==> config.mk <==
export PLATFORM = sky130hd
export DESIGN_NAME = voice_mixer
export DESIGN_NICKNAME = d
export VERILOG_FILES = /design/src/rtl/voice_mixer.sv
export SDC_FILE = /design/constraint.sdc
export NUM_CORES = 1
export LEC_CHECK = 0
export BUFFER_PORTS_ARGS = -buffer_cell sky130_fd_sc_hd__buf_4
export CORE_MARGIN = 10
export CORE_UTILIZATION = 30
export DETAILED_ROUTE_END_ITERATION = 12
export PLACE_DENSITY = 0.59
export SYNTH_ARGS = -nofsm -noshare
export SYNTH_HDL_FRONTEND = slang
export SYNTH_SLANG_ARGS = --single-unit
==> constraint.sdc <==
create_clock -name clk -period 6.1 [get_ports clk]
set_input_delay 0.305 -clock clk [delete_from_list [all_inputs] [get_ports clk]]
set_output_delay 0.305 -clock clk [all_outputs]
set_load 0.02 [all_outputs]
==> src/rtl/voice_mixer.sv <==
// voice_mixer: snapshots NVOICES signed voice samples and unsigned volumes on
// a sample strobe, then accumulates the volume-weighted sum one voice per
// cycle through a single multiplier. The sum is scaled down by 2^VOLBITS with
// floor rounding, saturated to BITDEPTH and presented with a one-cycle valid.
module voice_mixer #(
    parameter int NVOICES  = 4,
    parameter int BITDEPTH = 14,
    parameter int VOLBITS  = 8
) (
    input  logic                         clk,
    input  logic                         rst,
    input  logic                         sample_strobe,
    input  logic [NVOICES*BITDEPTH-1:0]  voices_in,
    input  logic [NVOICES*VOLBITS-1:0]   volumes,
    input  logic                         overrun_clr,
    output logic [BITDEPTH-1:0]          mix_out,
    output logic                         mix_valid,
    output logic                         busy,
    output logic                         overrun
);

    localparam int IDXW  = (NVOICES > 1) ? $clog2(NVOICES) : 1;
    localparam int PRODW = BITDEPTH + VOLBITS + 1;
    localparam int ACCW  = PRODW + $clog2(NVOICES);

    typedef enum logic [1:0] {
        IDLE,
        ACCUM,
        FINISH
    } state_t;

    state_t                     state_q, state_d;
    logic [IDXW-1:0]            idx_q, idx_d;
    logic signed [ACCW-1:0]     acc_q, acc_d;
    logic signed [BITDEPTH-1:0] snap_voice_q [NVOICES];
    logic signed [BITDEPTH-1:0] snap_voice_d [NVOICES];
    logic [VOLBITS-1:0]         snap_vol_q   [NVOICES];
    logic [VOLBITS-1:0]         snap_vol_d   [NVOICES];
    logic [BITDEPTH-1:0]        mix_out_q, mix_out_d;
    logic                       mix_valid_q, mix_valid_d;
    logic                       overrun_q, overrun_d;

    logic signed [PRODW-1:0]    prod;
    logic signed [ACCW-1:0]     scaled;
    logic signed [ACCW-1:0]     sat_max;
    logic signed [ACCW-1:0]     sat_min;
    logic [BITDEPTH-1:0]        sat_val;

    // Shared MAC datapath, floor scaling and output saturation.
    always_comb begin
        prod    = PRODW'(snap_voice_q[idx_q]) * PRODW'($signed({1'b0, snap_vol_q[idx_q]}));
        scaled  = acc_q >>> VOLBITS;
        sat_max = '0;
        sat_max[BITDEPTH-2:0] = '1;
        sat_min = '1;
        sat_min[BITDEPTH-2:0] = '0;
        if (scaled > sat_max) begin
            sat_val = sat_max[BITDEPTH-1:0];
        end else if (scaled < sat_min) begin
            sat_val = sat_min[BITDEPTH-1:0];
        end else begin
            sat_val = scaled[BITDEPTH-1:0];
        end
    end

    // Next-state logic: IDLE -> ACCUM (one voice per cycle) -> FINISH -> IDLE.
    always_comb begin
        state_d      = state_q;
        idx_d        = idx_q;
        acc_d        = acc_q;
        snap_voice_d = snap_voice_q;
        snap_vol_d   = snap_vol_q;
        mix_out_d    = mix_out_q;
        mix_valid_d  = 1'b0;
        overrun_d    = overrun_q;

        case (state_q)
            IDLE: begin
                if (sample_strobe) begin
                    for (int unsigned i = 0; i < NVOICES; i++) begin
                        snap_voice_d[i] = voices_in[i*BITDEPTH +: BITDEPTH];
                        snap_vol_d[i]   = volumes[i*VOLBITS +: VOLBITS];
                    end
                    acc_d   = '0;
                    idx_d   = '0;
                    state_d = ACCUM;
                end
            end
            ACCUM: begin
                acc_d = acc_q + ACCW'(prod);
                idx_d = idx_q + 1'b1;
                if (idx_q == IDXW'(NVOICES - 1)) begin
                    state_d = FINISH;
                end
            end
            FINISH: begin
                mix_out_d   = sat_val;
                mix_valid_d = 1'b1;
                state_d     = IDLE;
            end
            default: state_d = IDLE;
        endcase

        // Clear first so a same-cycle overrun event takes priority.
        if (overrun_clr) begin
            overrun_d = 1'b0;
        end
        if (sample_strobe && (state_q != IDLE)) begin
            overrun_d = 1'b1;
        end
    end

    // State and datapath registers, cleared asynchronously on reset.
    always_ff @(posedge clk or negedge rst) begin
        if (!rst) begin
            state_q     <= IDLE;
            idx_q       <= '0;
            acc_q       <= '0;
            mix_out_q   <= '0;
            mix_valid_q <= 1'b0;
            overrun_q   <= 1'b0;
            for (int unsigned i = 0; i < NVOICES; i++) begin
                snap_voice_q[i] <= '0;
                snap_vol_q[i]   <= '0;
            end
        end else begin
            state_q      <= state_d;
            idx_q        <= idx_d;
            acc_q        <= acc_d;
            mix_out_q    <= mix_out_d;
            mix_valid_q  <= mix_valid_d;
            overrun_q    <= overrun_d;
            snap_voice_q <= snap_voice_d;
            snap_vol_q   <= snap_vol_d;
        end
    end

    assign mix_out   = mix_out_q;
    assign mix_valid = mix_valid_q;
    assign busy      = (state_q != IDLE);
    assign overrun   = overrun_q;

endmodule

# Word level (Yosys, flattened, before mapping)
# Cells that the tools add are included.
[op_classes] n_addsub=2 n_mul=1 magnitude_cmp=3 n_eq_ne=5 n_mux=18 bitwise_logic=1 n_reduce_logical=8
[op_table] operator="14-bit two-way mux" n=4
[op_table] operator="25-bit case mux with 2 select lines" n=1
[op_table] operator="14-bit binary-select mux with 2-bit select" n=1
[op_table] operator="25-bit by 23-bit adder with 25-bit output" n=1
[op_table] operator="25-bit two-way mux" n=1
[op_table] operator="14-bit by 9-bit multiplier with 23-bit output" n=1
[op_table] operator="17-bit by 14-bit > comparator with 1-bit output (second input constant)" n=1
[op_table] operator="17-bit by 14-bit < comparator with 1-bit output (second input constant)" n=1
[op_table] operator="8-bit binary-select mux with 2-bit select" n=1
[op_table] operator="8-bit two-way mux" n=2
[op_table] operator="2-bit case mux with 2 select lines" n=2
[op_table] operator="2-bit two-way mux" n=3
[op_table] operator="2-bit AND reduction" n=3
[op_table] operator="2-bit nonzero test" n=3
[op_table] operator="2-bit equality test (second input constant)" n=2
[op_table] operator="2-bit != test (second input constant)" n=2
[op_table] operator="3-bit greater-or-equal comparator (second input constant)" n=1
[op_table] operator="1-bit two-way mux" n=3
[op_table] operator="2-bit inverter with 3-bit output" n=1
[op_table] operator="2-bit by 1-bit adder with 2-bit output (second input constant)" n=1
[op_table] operator="2-bit by 1-bit equality test with 1-bit output (second input constant)" n=1
[op_table] operator="2-bit logical NOT" n=1
[op_table] operator="1-bit logical AND" n=1
[totals] ff_bits=133 input_bits=92 out_inout_bits=17 elab_cells=52

# Longest topological paths before layout
# Gate-level depths: netlist of the first run.
[logic_depth] word_depth=7 depth_mapped=24 ltp_nobuf=20

# Worst setup path before layout of the first run
# OpenSTA, ideal clock, no wires.
[synth_timing] path_type="reg-to-reg" start="register idx_q[0]" end="register acc_q[21]" setup_ns=0.125 arrival_time_ns=5.788 t_required_ns=5.975 setup_slack_ns=0.188 stages_incl_launch_ff=22 n_path_buf=3 synth_period_minus_slack_ns=5.912 cell_sequence="dfrtp_1 -> buf_2 -> buf_2 -> mux4_2 -> buf_2 -> nand2_1 -> fa_1 -> fa_1 -> inv_1 -> fa_1 -> fa_1 -> inv_1 -> fa_1 -> inv_1 -> ha_1 -> nand2_1 -> o211a_1 -> o21ai_1 -> a21boi_1 -> mux2_2 -> a41oi_1 -> nand2_1"
[synth_between] elab_chain_len=7 elab_cells_between_ends=10 cone_classes="add/sub (1); mul (1); mux (7); bitwise (1)"
[synth_rtl] item="start: declaration" line="33" rtl="logic [IDXW-1:0] idx_q, idx_d;"
[synth_rtl] item="start signal: assignment" line="128" rtl="idx_q <= idx_d;"
[synth_rtl] item="2-bit inverter with 3-bit output (not written as such) (*)" line="51" rtl="prod = PRODW'(snap_voice_q[idx_q]) * PRODW'($signed({1'b0, snap_vol_q[idx_q]}));"
[synth_rtl] item="14-bit binary-select mux with 2-bit select or 8-bit binary-select mux with 2-bit select (tied branches)" line="51"
[synth_rtl] item="14-bit two-way mux (not written as such) or 8-bit two-way mux (tied branches) (2 in a row)" line="51"
[synth_rtl] item="14-bit by 9-bit multiplier with 23-bit output (*)" line="51"
[synth_rtl] item="25-bit by 23-bit adder with 25-bit output (*)" line="90" rtl="acc_d = acc_q + ACCW'(prod);"
[synth_rtl] item="25-bit case mux with 2 select lines (*)" line="77" rtl="case (state_q)"
[synth_rtl] item="end signal: assignment" line="118" rtl="acc_q <= '0;"
[synth_rtl] item="end signal: assignment" line="129" rtl="acc_q <= acc_d;"
[synth_rtl] item="end: declaration" line="34" rtl="logic signed [ACCW-1:0] acc_q, acc_d;"
# Every way passes the cells marked *; elsewhere a longest branch is shown, timed or not. The select of a mux whose other input is x is not followed.
# A chain may end at the register's enable or synchronous reset.

# Final worst setup path of the first run
[layout_timing] start="register idx_q[0]" end="register acc_q[19]"
# Same word-level chain as after synthesis.

==> results of run 1 <==
[what timing repair did]
action,4_1_cts,5_1_grt
hold buffers,1,0
endpoints found under the setup margin,0,8
endpoints found under the hold margin,67,0
setup buffers,0,4
resized for setup,0,13
[per-stage QoR]
stage | hold slack (ps) | setup TNS [ps] | util (%)
6_report | 64.1 | 0 | 36.3
3_3_place_gp | 378 | 0 | 34.3
4_1_cts | 42.3 | 0 | 35.9
2_1_floorplan | 9.41 | 0 | -
3_5_place_dp | 375 | 0 | 34.3
5_1_grt | 53.7 | -22.2 | 36.3
[flip-flops by register name, summed over array words and instances, names as in the netlist]
register      cells
mix_valid         1
mix_out          14
snap_vol_q       32
snap_voice_q     56
state_q           2
idx_q             2
acc_q            25
overrun           1
[cells in the mapped netlist (2+ instances only)]
| cell | instances | area (sq um) |
|---|---|---|
| nand2_1 | 390 | 1460 |
| inv_1 | 172 | 646 |
| dfrtp_1 | 133 | 3330 |
| fa_1 | 113 | 2260 |
| ha_1 | 56 | 701 |
| and2_1 | 50 | 313 |
| o21ai_0 | 43 | 215 |
| clkbuf_1 | 38 | 143 |
| a21oi_1 | 24 | 120 |
| mux4_2 | 22 | 495 |
| nand3_1 | 20 | 100 |
| nor2_1 | 11 | 41.3 |
| xnor2_1 | 10 | 87.6 |
| xor2_1 | 10 | 87.6 |
| buf_2 | 9 | 45.0 |
| a21o_1 | 6 | 45.0 |
| nand4_1 | 6 | 37.5 |
| o21ai_1 | 6 | 30.0 |
| a31oi_1 | 5 | 31.3 |
| nand2b_1 | 4 | 25.0 |
| and3_1 | 2 | 12.5 |
| mux2_2 | 2 | 22.5 |
| nor2b_1 | 2 | 12.5 |
| o21bai_1 | 2 | 15.0 |
| o31ai_1 | 2 | 15.0 |
[cell usage in the layout, fill, tap and decap left out, types with 2 or more instances in the layout]
cell type and count:
nand2_1 387, inv_1 172, dfrtp_1 133, buf_4 119, fa_1 112, ha_1 55, and2_1 49, o21ai_0 43
mux4_2 24, a21oi_1 21, nand3_1 20, clkbuf_16 17, nor2_1 11, xor2_1 10, xnor2_1 10, a21o_1 6
nand4_1 6, a31oi_1 5, o21ai_1 5, nand2b_1 4, a21oi_2 4, clkinvlp_4 4, inv_6 4, clkinv_2 3
buf_12 3, nand2_2 2, and2_4 2, o21ai_2 2, mux2_2 2, o21bai_1 2, o31ai_1 2, clkinv_4 2
[kinds of logic after synthesis]
kind of cell | count (synthesis)
compound gates | 107
xor+xnor | 20
fa+ha+maj | 169
buf+inv | 220
flops | 133
mux | 24
simple gates | 493
[how the worst max path moves through the flow]
| stage | to | from | slack (ps) | cells past startpoint |
|---|---|---|---|---|
| global route | acc_q[18] | idx_q[0] | -20 | 21 |
| finish | acc_q[19] | idx_q[0] | 260 | 20 |
| global placement | acc_q[18] | idx_q[0] | 200 | 20 |
| detailed placement | acc_q[18] | idx_q[0] | 110 | 20 |
| floorplan | acc_q[21] | idx_q[0] | 190 | 21 |
| CTS | acc_q[18] | idx_q[0] | 90 | 20 |
[cell type report]
type                    instances  area share, %
well taps                     455           4.53
multi-input cells             815           51.5
repair buffers                125           7.88
inverters                     172           5.14
flip-flops and latches        133           26.5
clock inverters                14           1.02
clock buffers                  18           3.42
[metal layers]
metal,global-route usage (%),up-vias
li1,-,3818
met1,14.1,4064
met2,21.5,149
met3,2.23,28
met4,4.49,0
met5,0,-
[worst max-delay path, cell delays in order, from the launching register on]
cell and delay, ps:
dfrtp_1 420, buf_8 200, mux4_2 600, buf_12 180, nand2_1 80, fa_1 440, fa_1 500, inv_1 60
fa_1 500, fa_1 540, inv_1 50, fa_1 490, inv_1 40, ha_1 350, and3_4 220, nand2_1 80
a21oi_2 50, o21ai_2 210, a31oi_1 150, or3_1 320, a32o_1 250
==> impl_metrics.csv, run 1 <==
group,metric,value,unit
timing,final_max_slew_viol_count,0,
clock_network,clk_latency,430,ps
yosys,yosys.area_share.simple,19.6,%
clock_network,clockRootBuffer,"clkbuf_16",
finish,final-seq-area,0.00333,sq mm
critical_path,r2r-start,"idx_q[0]",
route,final_antenna_net_count,0,
yosys,synth_xor_xnor_area_share,1.66,%
min_path,worstHoldPathType,"in2reg",
timing,finalHoldViolCount,0,
floorplan,fp.dieArea,0.0431,sq mm
route,wirelength,26500,um
clock_network,cts_buffer_depth,2,
grt,grtUsageTotal,12.1,%
grt,grt_start_max_net_pins,105,
min_path,hold_path_end,"snap_vol_q[14]",
critical_path,cp-end-kind,"register",
floorplan,start_util,30.5,%
placement,place_area,0.0119,sq mm
route,vias,8059,
yosys,async_flop_share,100,%
clock_network,h-tree-depth,4,
critical_path,arrival,6160,ps
min_path,min-delay-start,"volumes[22]",
floorplan,die_h,208,um
job,cap_violations,0,
grt,grt_pass1_vias,8144,
placement,post-place-ws,112,ps
status,outcome,"finished, final reports clean",
clock_network,numCtsBuffers,17,
timing,final.min_clock_period,5840,ps
route,top_layer,"met4",
yosys,synth_seq_cells,133,
clock_network,clkSinkCount,133,
route,drt_iter0_drc,393,
placement,finalWeightedCongestion,0.839,
finish,fin_cells,1732,
timing,timing.fmax,171,MHz
critical_path,timing.rr.end,"acc_q[19]",
route,drc_errors,0,
route,m1WireLength,10800,um
floorplan,core_area,0.0346,sq mm
route,wl_met3,1060,um
route,wl_met2,14100,um
yosys,synth_ff_type,"dfrtp_1",
placement,port_buffers,108,
timing,fin_ws,260,ps
yosys,yosys.area_share.adder,28.1,%
min_path,hold_depth,3,
floorplan,rows,68,
finish,nets,1525,
yosys,synth_compound_area_share,6.32,%
critical_path,worst-path-max-fanout,12,
finish,drive_gt1_share,15.7,%
placement,hpwl,19800,um
yosys,synth_cells,1166,
yosys,ys_types,53,
finish,stdcell_area,0.0126,sq mm
yosys,ys_warn_count,0,
yosys,syn_avg_cell_area,9.05,sq um
grt,overflow,0,
timing,post-route-period-util,95.7,%
yosys,syn_area,0.0106,sq mm
route,post_drt_wl_per_cell,15.3,um
yosys,synth_top_family_by_area,"adder cells",
yosys,ys_seq_area_share,31.5,%
timing,slew_headroom,24.1,%
route,firstDrtPassIters,5,
yosys,synth_nets,1427,
finish,multiInputGateArea,0.00647,sq mm
timing,setup_violations,0,
finish,diodes,0,
yosys,synth_mux_area_share,4.91,%
placement,dp.cells,1693,
grt,antenna_found_initial,0,
critical_path,required,6420,ps
finish,fillers,3556,
timing,worstMarginPinSlew,1140,ps
grt,grt_pass1_wl,42600,um
critical_path,critPathKind,"reg2reg",
timing,rsz0062_at_grt,"yes",
critical_path,rrSetupSlack,260,ps
floorplan,io_pins,109,
yosys,synth_edf_count,0,
clock_network,cts_tree,"built",
clock_network,clk_pin_slew,70,ps
finish,synthToLayoutAreaGrowth,19.1,%
critical_path,start_kind,"register",
critical_path,r2r_cells,20,
timing,clock_skew,13.1,ps
floorplan,fp.dieW,208,um
route,via_per_inst,4.65,
Power of run 1 is left out: the tool's default activity adds up to more than one toggle a clock period on the data nets, which glitch-free logic cannot reach.
==> inputs of run 2 (changes only) <==
--- a/config.mk
+++ b/config.mk
@@ -5,6 +5,7 @@
 export SDC_FILE = /design/constraint.sdc
 export NUM_CORES = 1
 export LEC_CHECK = 0
+export ABC_AREA = 1
 export BUFFER_PORTS_ARGS = -buffer_cell sky130_fd_sc_hd__buf_4
 export CORE_MARGIN = 10
 export CORE_UTILIZATION = 30
==> impl_metrics.csv, run 2 <==
group,metric,value,unit
finish,regMostFlops,"snap_voice_q",
yosys,async_flop_share,100,%
min_path,worstHoldPathType,"in2reg",
finish,diodes,0,
job,cap_violations,0,
clock_network,h-tree-depth,4,
yosys,synth_nets,1728,
placement,finalWeightedCongestion,0.933,
clock_network,clk_latency,440,ps
critical_path,start_kind,"register",
finish,fillers,3893,
timing,worstMarginPinSlew,1070,ps
yosys,synth_edf_count,0,
yosys,yosys.area.top_type_share,29.6,%
min_path,hold_path_end,"overrun",
timing,tns,0,ps
clock_network,clkSinkCount,133,
yosys,yosysMostFrequentCell,"nand2_1",
floorplan,start_util,30.6,%
finish,synthToLayoutAreaGrowth,17.7,%
clock_network,clockRootBuffer,"clkbuf_16",
yosys,ys_warn_count,0,
timing,rsz0062_at_grt,"no",
floorplan,fp.dieArea,0.0457,sq mm
floorplan,die_h,214,um
finish,nets,1831,
yosys,ys_types,34,
critical_path,r2r-start,"idx_q[1]",
yosys,synth_seq_cells,133,
placement,hpwl,24000,um
timing,final.min_clock_period,5760,ps
timing,slew_headroom,28.2,%
route,post_drt_wl_per_cell,14.6,um
grt,grt_pass1_wl,50200,um
route,wirelength,29900,um
min_path,hold_depth,2,
grt,grtUsageTotal,13.8,%
route,via_per_inst,4.45,
timing,timing.fmax,174,MHz
min_path,min-delay-start,"overrun_clr",
timing,finalHoldViolCount,0,
clock_network,cts_buffer_depth,2,
finish,drive_gt1_share,12.7,%
floorplan,fp.dieW,214,um
yosys,synth_ff_type,"dfrtp_1",
floorplan,io_pins,109,
critical_path,arrival,6120,ps
route,drc_errors,0,
critical_path,rrSetupSlack,340,ps
critical_path,required,6450,ps
critical_path,cp-end-kind,"register",
placement,place_area,0.0126,sq mm
finish,largestRegisters,"snap_voice_q x56, snap_vol_q x32, acc_q x25",
yosys,syn_avg_cell_area,7.68,sq um
critical_path,timing.rr.end,"acc_q[14]",
critical_path,critPathKind,"reg2reg",
yosys,ys_seq_area_share,29.6,%
clock_network,numCtsBuffers,17,
status,outcome,"finished, final reports clean",
finish,largest_reg_flops,56,
critical_path,r2r_cells,24,
critical_path,worst-path-max-fanout,22,
finish,final_common_cell,"nand2_1",
grt,grt_start_max_net_pins,91,
timing,post-route-period-util,94.5,%
finish,final_cell_mix,"nand2_1 (587), inv_1 (258), dfrtp_1 (133)",
yosys,synth_cells,1467,
yosys,synth_area_leaders,"dfrtp_1 (30%), fa_1 (20%), nand2_1 (20%), inv_1 (8.6%), ha_1 (6.2%)",
timing,final_max_slew_viol_count,0,
yosys,syn_area,0.0113,sq mm
finish,stdcell_area,0.0133,sq mm
floorplan,core_area,0.0368,sq mm
route,final_antenna_net_count,0,
grt,antenna_found_initial,0,
yosys,synthTopCellsByCount,"nand2_1 (587), inv_1 (259), dfrtp_1 (133)",
timing,clock_skew,11.4,ps
clock_network,cts_tree,"built",
route,vias,9126,
grt,overflow,0,
yosys,synth_area_leader_cell,"dfrtp_1",
route,drt_iter0_drc,560,
placement,port_buffers,108,
floorplan,rows,70,
timing,setup_violations,0,
route,firstDrtPassIters,5,
grt,grt_pass1_vias,9780,
clock_network,clk_pin_slew,60,ps
[run 2: changes by cell type after synthesis, sizes merged, moves of 22 or more]
cell,change
and2,-51
nand2,+198
inv,+101
nor2,+94
clkbuf,-22
mux4,-22
[run 2: logic make-up after synthesis]
family | count (synthesis) | synth area share [%]
simple gates | 736 | 25.5
buf+inv | 317 | 11.3
compound gates | 107 | 6.87
flops | 133 | 29.6
xor+xnor | 5 | 0.389
fa+ha+maj | 169 | 26.3
[run 2: worst max-delay path by stage]
stage | from | to | slack [ps] | cells past startpoint
after floorplan | idx_q[0] | acc_q[22] | 920 | 25
after global placement | idx_q[1] | acc_q[19] | 150 | 23
after detailed placement | idx_q[1] | acc_q[19] | 110 | 23
after CTS | idx_q[1] | acc_q[19] | 100 | 23
after global routing | idx_q[1] | acc_q[12] | 10 | 25
final | idx_q[1] | acc_q[14] | 340 | 24
[run 2: area by class of cell]
| type | count | area, sq um | area share, % |
|---|---|---|---|
| clock buffers | 18 | 429 | 3.24 |
| clock inverters | 14 | 161 | 1.22 |
| inverters | 273 | 1030 | 7.81 |
| multi-input cells | 1017 | 6720 | 50.7 |
| flip-flops and latches | 133 | 3330 | 25.1 |
| well taps | 468 | 586 | 4.42 |
| repair buffers | 128 | 992 | 7.49 |
[run 2: routing by layer]
layer | track usage [%] | wire length [um] | vias up
met5 | 0 | 0 | -
met4 | 3.67 | 497 | 0
met3 | 2.95 | 1180 | 34
met2 | 23.0 | 14000 | 186
met1 | 17.7 | 14200 | 4314
li1 | - | - | 4592
[run 2: repair_timing]
action	in CTS	in global routing
endpoints found under the hold margin	78	0
endpoints found under the setup margin	0	16
hold buffers	1	0
gates resized for setup	0	13
buffers inserted	0	3
[run 2: through the flow]
step	hold WS, ps	std cells	utilization (%)	setup slack (ps)
3_5_place_dp	424	2015	34.1	112
2_1_floorplan	9.41	1467	-	919
6_report	48.3	2051	36.0	338
4_1_cts	29.7	2048	35.8	96.4
5_1_grt	39.0	2051	36.0	11.8
3_3_place_gp	425	2015	34.1	153
[run 2: worst max-delay path, cell delays in order, from the launching register on]
cell and delay, ps:
dfrtp_1 460, inv_6 220, buf_4 220, a21oi_1 60, a32oi_2 280, buf_4 200
nand2_1 70, fa_1 530, inv_1 50, fa_1 460, fa_1 520, fa_1 560
inv_1 60, fa_1 490, inv_1 40, ha_1 350, nand2_1 190, inv_1 80
a21oi_1 220, nand2_1 150, inv_1 80, nand2_1 100, nand2_1 80, nand2_1 50
o21ai_0 150
Power of run 2 is left out for the same reason.
==> inputs of run 3 (changes only) <==
--- a/config.mk
+++ b/config.mk
@@ -6,7 +6,7 @@
 export NUM_CORES = 1
 export LEC_CHECK = 0
 export ABC_AREA = 1
-export BUFFER_PORTS_ARGS = -buffer_cell sky130_fd_sc_hd__buf_4
+export BUFFER_PORTS_ARGS = -buffer_cell sky130_fd_sc_hd__buf_2
 export CORE_MARGIN = 10
 export CORE_UTILIZATION = 30
 export DETAILED_ROUTE_END_ITERATION = 12
==> impl_metrics.csv, run 3 (synthesis gave the netlist of run 2 again) <==
group,metric,value,unit
finish,final_cell_mix,"nand2_1 (587), inv_1 (258), dfrtp_1 (133)",
timing,timing.fmax,173,MHz
placement,port_buffers,108,
finish,drive_gt1_share,12.8,%
critical_path,cp-end-kind,"register",
floorplan,fp.dieArea,0.0457,sq mm
critical_path,critPathKind,"reg2reg",
route,wirelength,29700,um
placement,dp.cells,2015,
finish,synthToLayoutAreaGrowth,14.8,%
min_path,worstHoldPathType,"in2reg",
critical_path,critPathMaxStageDelay,680,ps
timing,worstMarginPinSlew,1110,ps
route,firstDrtPassIters,5,
critical_path,crit_top_cell,"nand2_1",
critical_path,worst-path-max-fanout,39,
route,via_per_inst,4.49,
grt,grtUsageTotal,13.4,%
grt,grt_util_met1,17.4,%
floorplan,start_util,30.6,%
timing,slew_headroom,25.7,%
route,vias,9199,
finish,nets,1829,
placement,finalWeightedCongestion,0.893,
critical_path,startpoint,"idx_q[0]",
grt,grt_pass1_wl,48900,um
floorplan,io_pins,109,
route,drt_iter0_drc,486,
floorplan,fp.dieW,214,um
floorplan,core_area,0.0368,sq mm
finish,final_common_cell,"nand2_1",
timing,clock_skew,12.5,ps
timing,setup_violations,0,
clock_network,clk_pin_slew,70,ps
clock_network,cts_buffer_depth,2,
grt,busiest_layer,"met2",
critical_path,r2r_cells,25,
grt,grtUsageMet3,2.66,%
grt,grt_pass1_vias,9569,
critical_path,rrSetupSlack,320,ps
clock_network,clkSinkCount,133,
floorplan,die_h,214,um
timing,finalHoldViolCount,0,
finish,largest_reg_flops,56,
route,final_antenna_net_count,0,
placement,post-place-ws,118,ps
critical_path,r2r-start,"idx_q[0]",
clock_network,cts_tree,"built",
finish,diodes,0,
floorplan,rows,70,
clock_network,clk_latency,440,ps
finish,regMostFlops,"snap_voice_q",
job,cap_violations,0,
timing,final_max_slew_viol_count,0,
grt,overflow,0,
critical_path,required,6430,ps
grt,grtUsageMet2,21.4,%
finish,fillers,3908,
clock_network,clockRootBuffer,"clkbuf_16",
grt,antenna_found_initial,0,
timing,tns,0,ps
critical_path,timing.rr.end,"acc_q[24]",
timing,rsz0062_at_grt,"no",
placement,hpwl,23800,um
critical_path,arrival,6110,ps
grt,grt_start_max_net_pins,91,
critical_path,slowest_stage,"fa_2",
timing,final.min_clock_period,5780,ps
status,outcome,"finished, final reports clean",
route,post_drt_wl_per_cell,14.5,um
finish,fin_cells,2048,
clock_network,numCtsBuffers,17,
clock_network,h-tree-depth,4,
timing,fin_ws,315,ps
timing,post-route-period-util,94.8,%
route,drc_errors,0,
critical_path,start_kind,"register",
min_path,min-delay-start,"overrun_clr",
critical_path,worstSetupEndpoint,"acc_q[24]",
finish,largestRegisters,"snap_voice_q x56, snap_vol_q x32, acc_q x25",
run 3: cell count changes in the layout (fill, tap and decap cells not counted), sizes merged:
cell      previous run  this run
clkinvlp             1         4
buf                127       125
clkinv               3         1
bufinv               2         1
clkbuf              18        17
run 3: cell type report:
cell class | count | area [sq um] | area share (%)
clock buffers | 17 | 425 | 3.29
clock inverters | 14 | 140 | 1.08
inverters | 273 | 1030 | 7.98
multi-input cells | 1017 | 6710 | 51.9
flip-flops and latches | 133 | 3330 | 25.7
well taps | 468 | 586 | 4.53
repair buffers | 126 | 709 | 5.49
run 3: worst min path at each step:
stage,cells past startpoint,end
floorplan,0,acc_q[0]
global placement,1,overrun
detailed placement,1,overrun
CTS,2,overrun
global route,2,overrun
finish,2,overrun
run 3: timing repair:
action / in CTS / in global routing
endpoints found under the setup margin: 0 / 14
endpoints found under the hold margin: 78 / 0
hold buffers: 1 / 0
buffers inserted: 0 / 1
resized for setup: 0 / 14
run 3: per-layer routing:
metal	vias to the layer above	part of all wire, %
li1	4602	-
met1	4360	47
met2	188	46
met3	49	3.8
met4	0	3.6
met5	-	0
run 3: critical path, delay by kind of cell, from the launching register on:
family / cells / cell delay [ps]
AO/OA/AOI/OAI: 1 / 280
buffers and inverters: 7 / 720
adder cells (fa/ha/maj): 6 / 3010
AND/OR/NAND/NOR: 11 / 1170
flip-flops: 1 / 470
run 3: per-stage QoR:
step	util (%)	area [sq um]	hold slack, ps
floorplan	-	11300	9.41
global placement	33.4	12300	412
detailed placement	33.4	12300	413
CTS	35.0	12900	30.9
global route	35.2	12900	44.2
finish	35.2	12900	62.4
Power of run 3 is left out for the same reason.
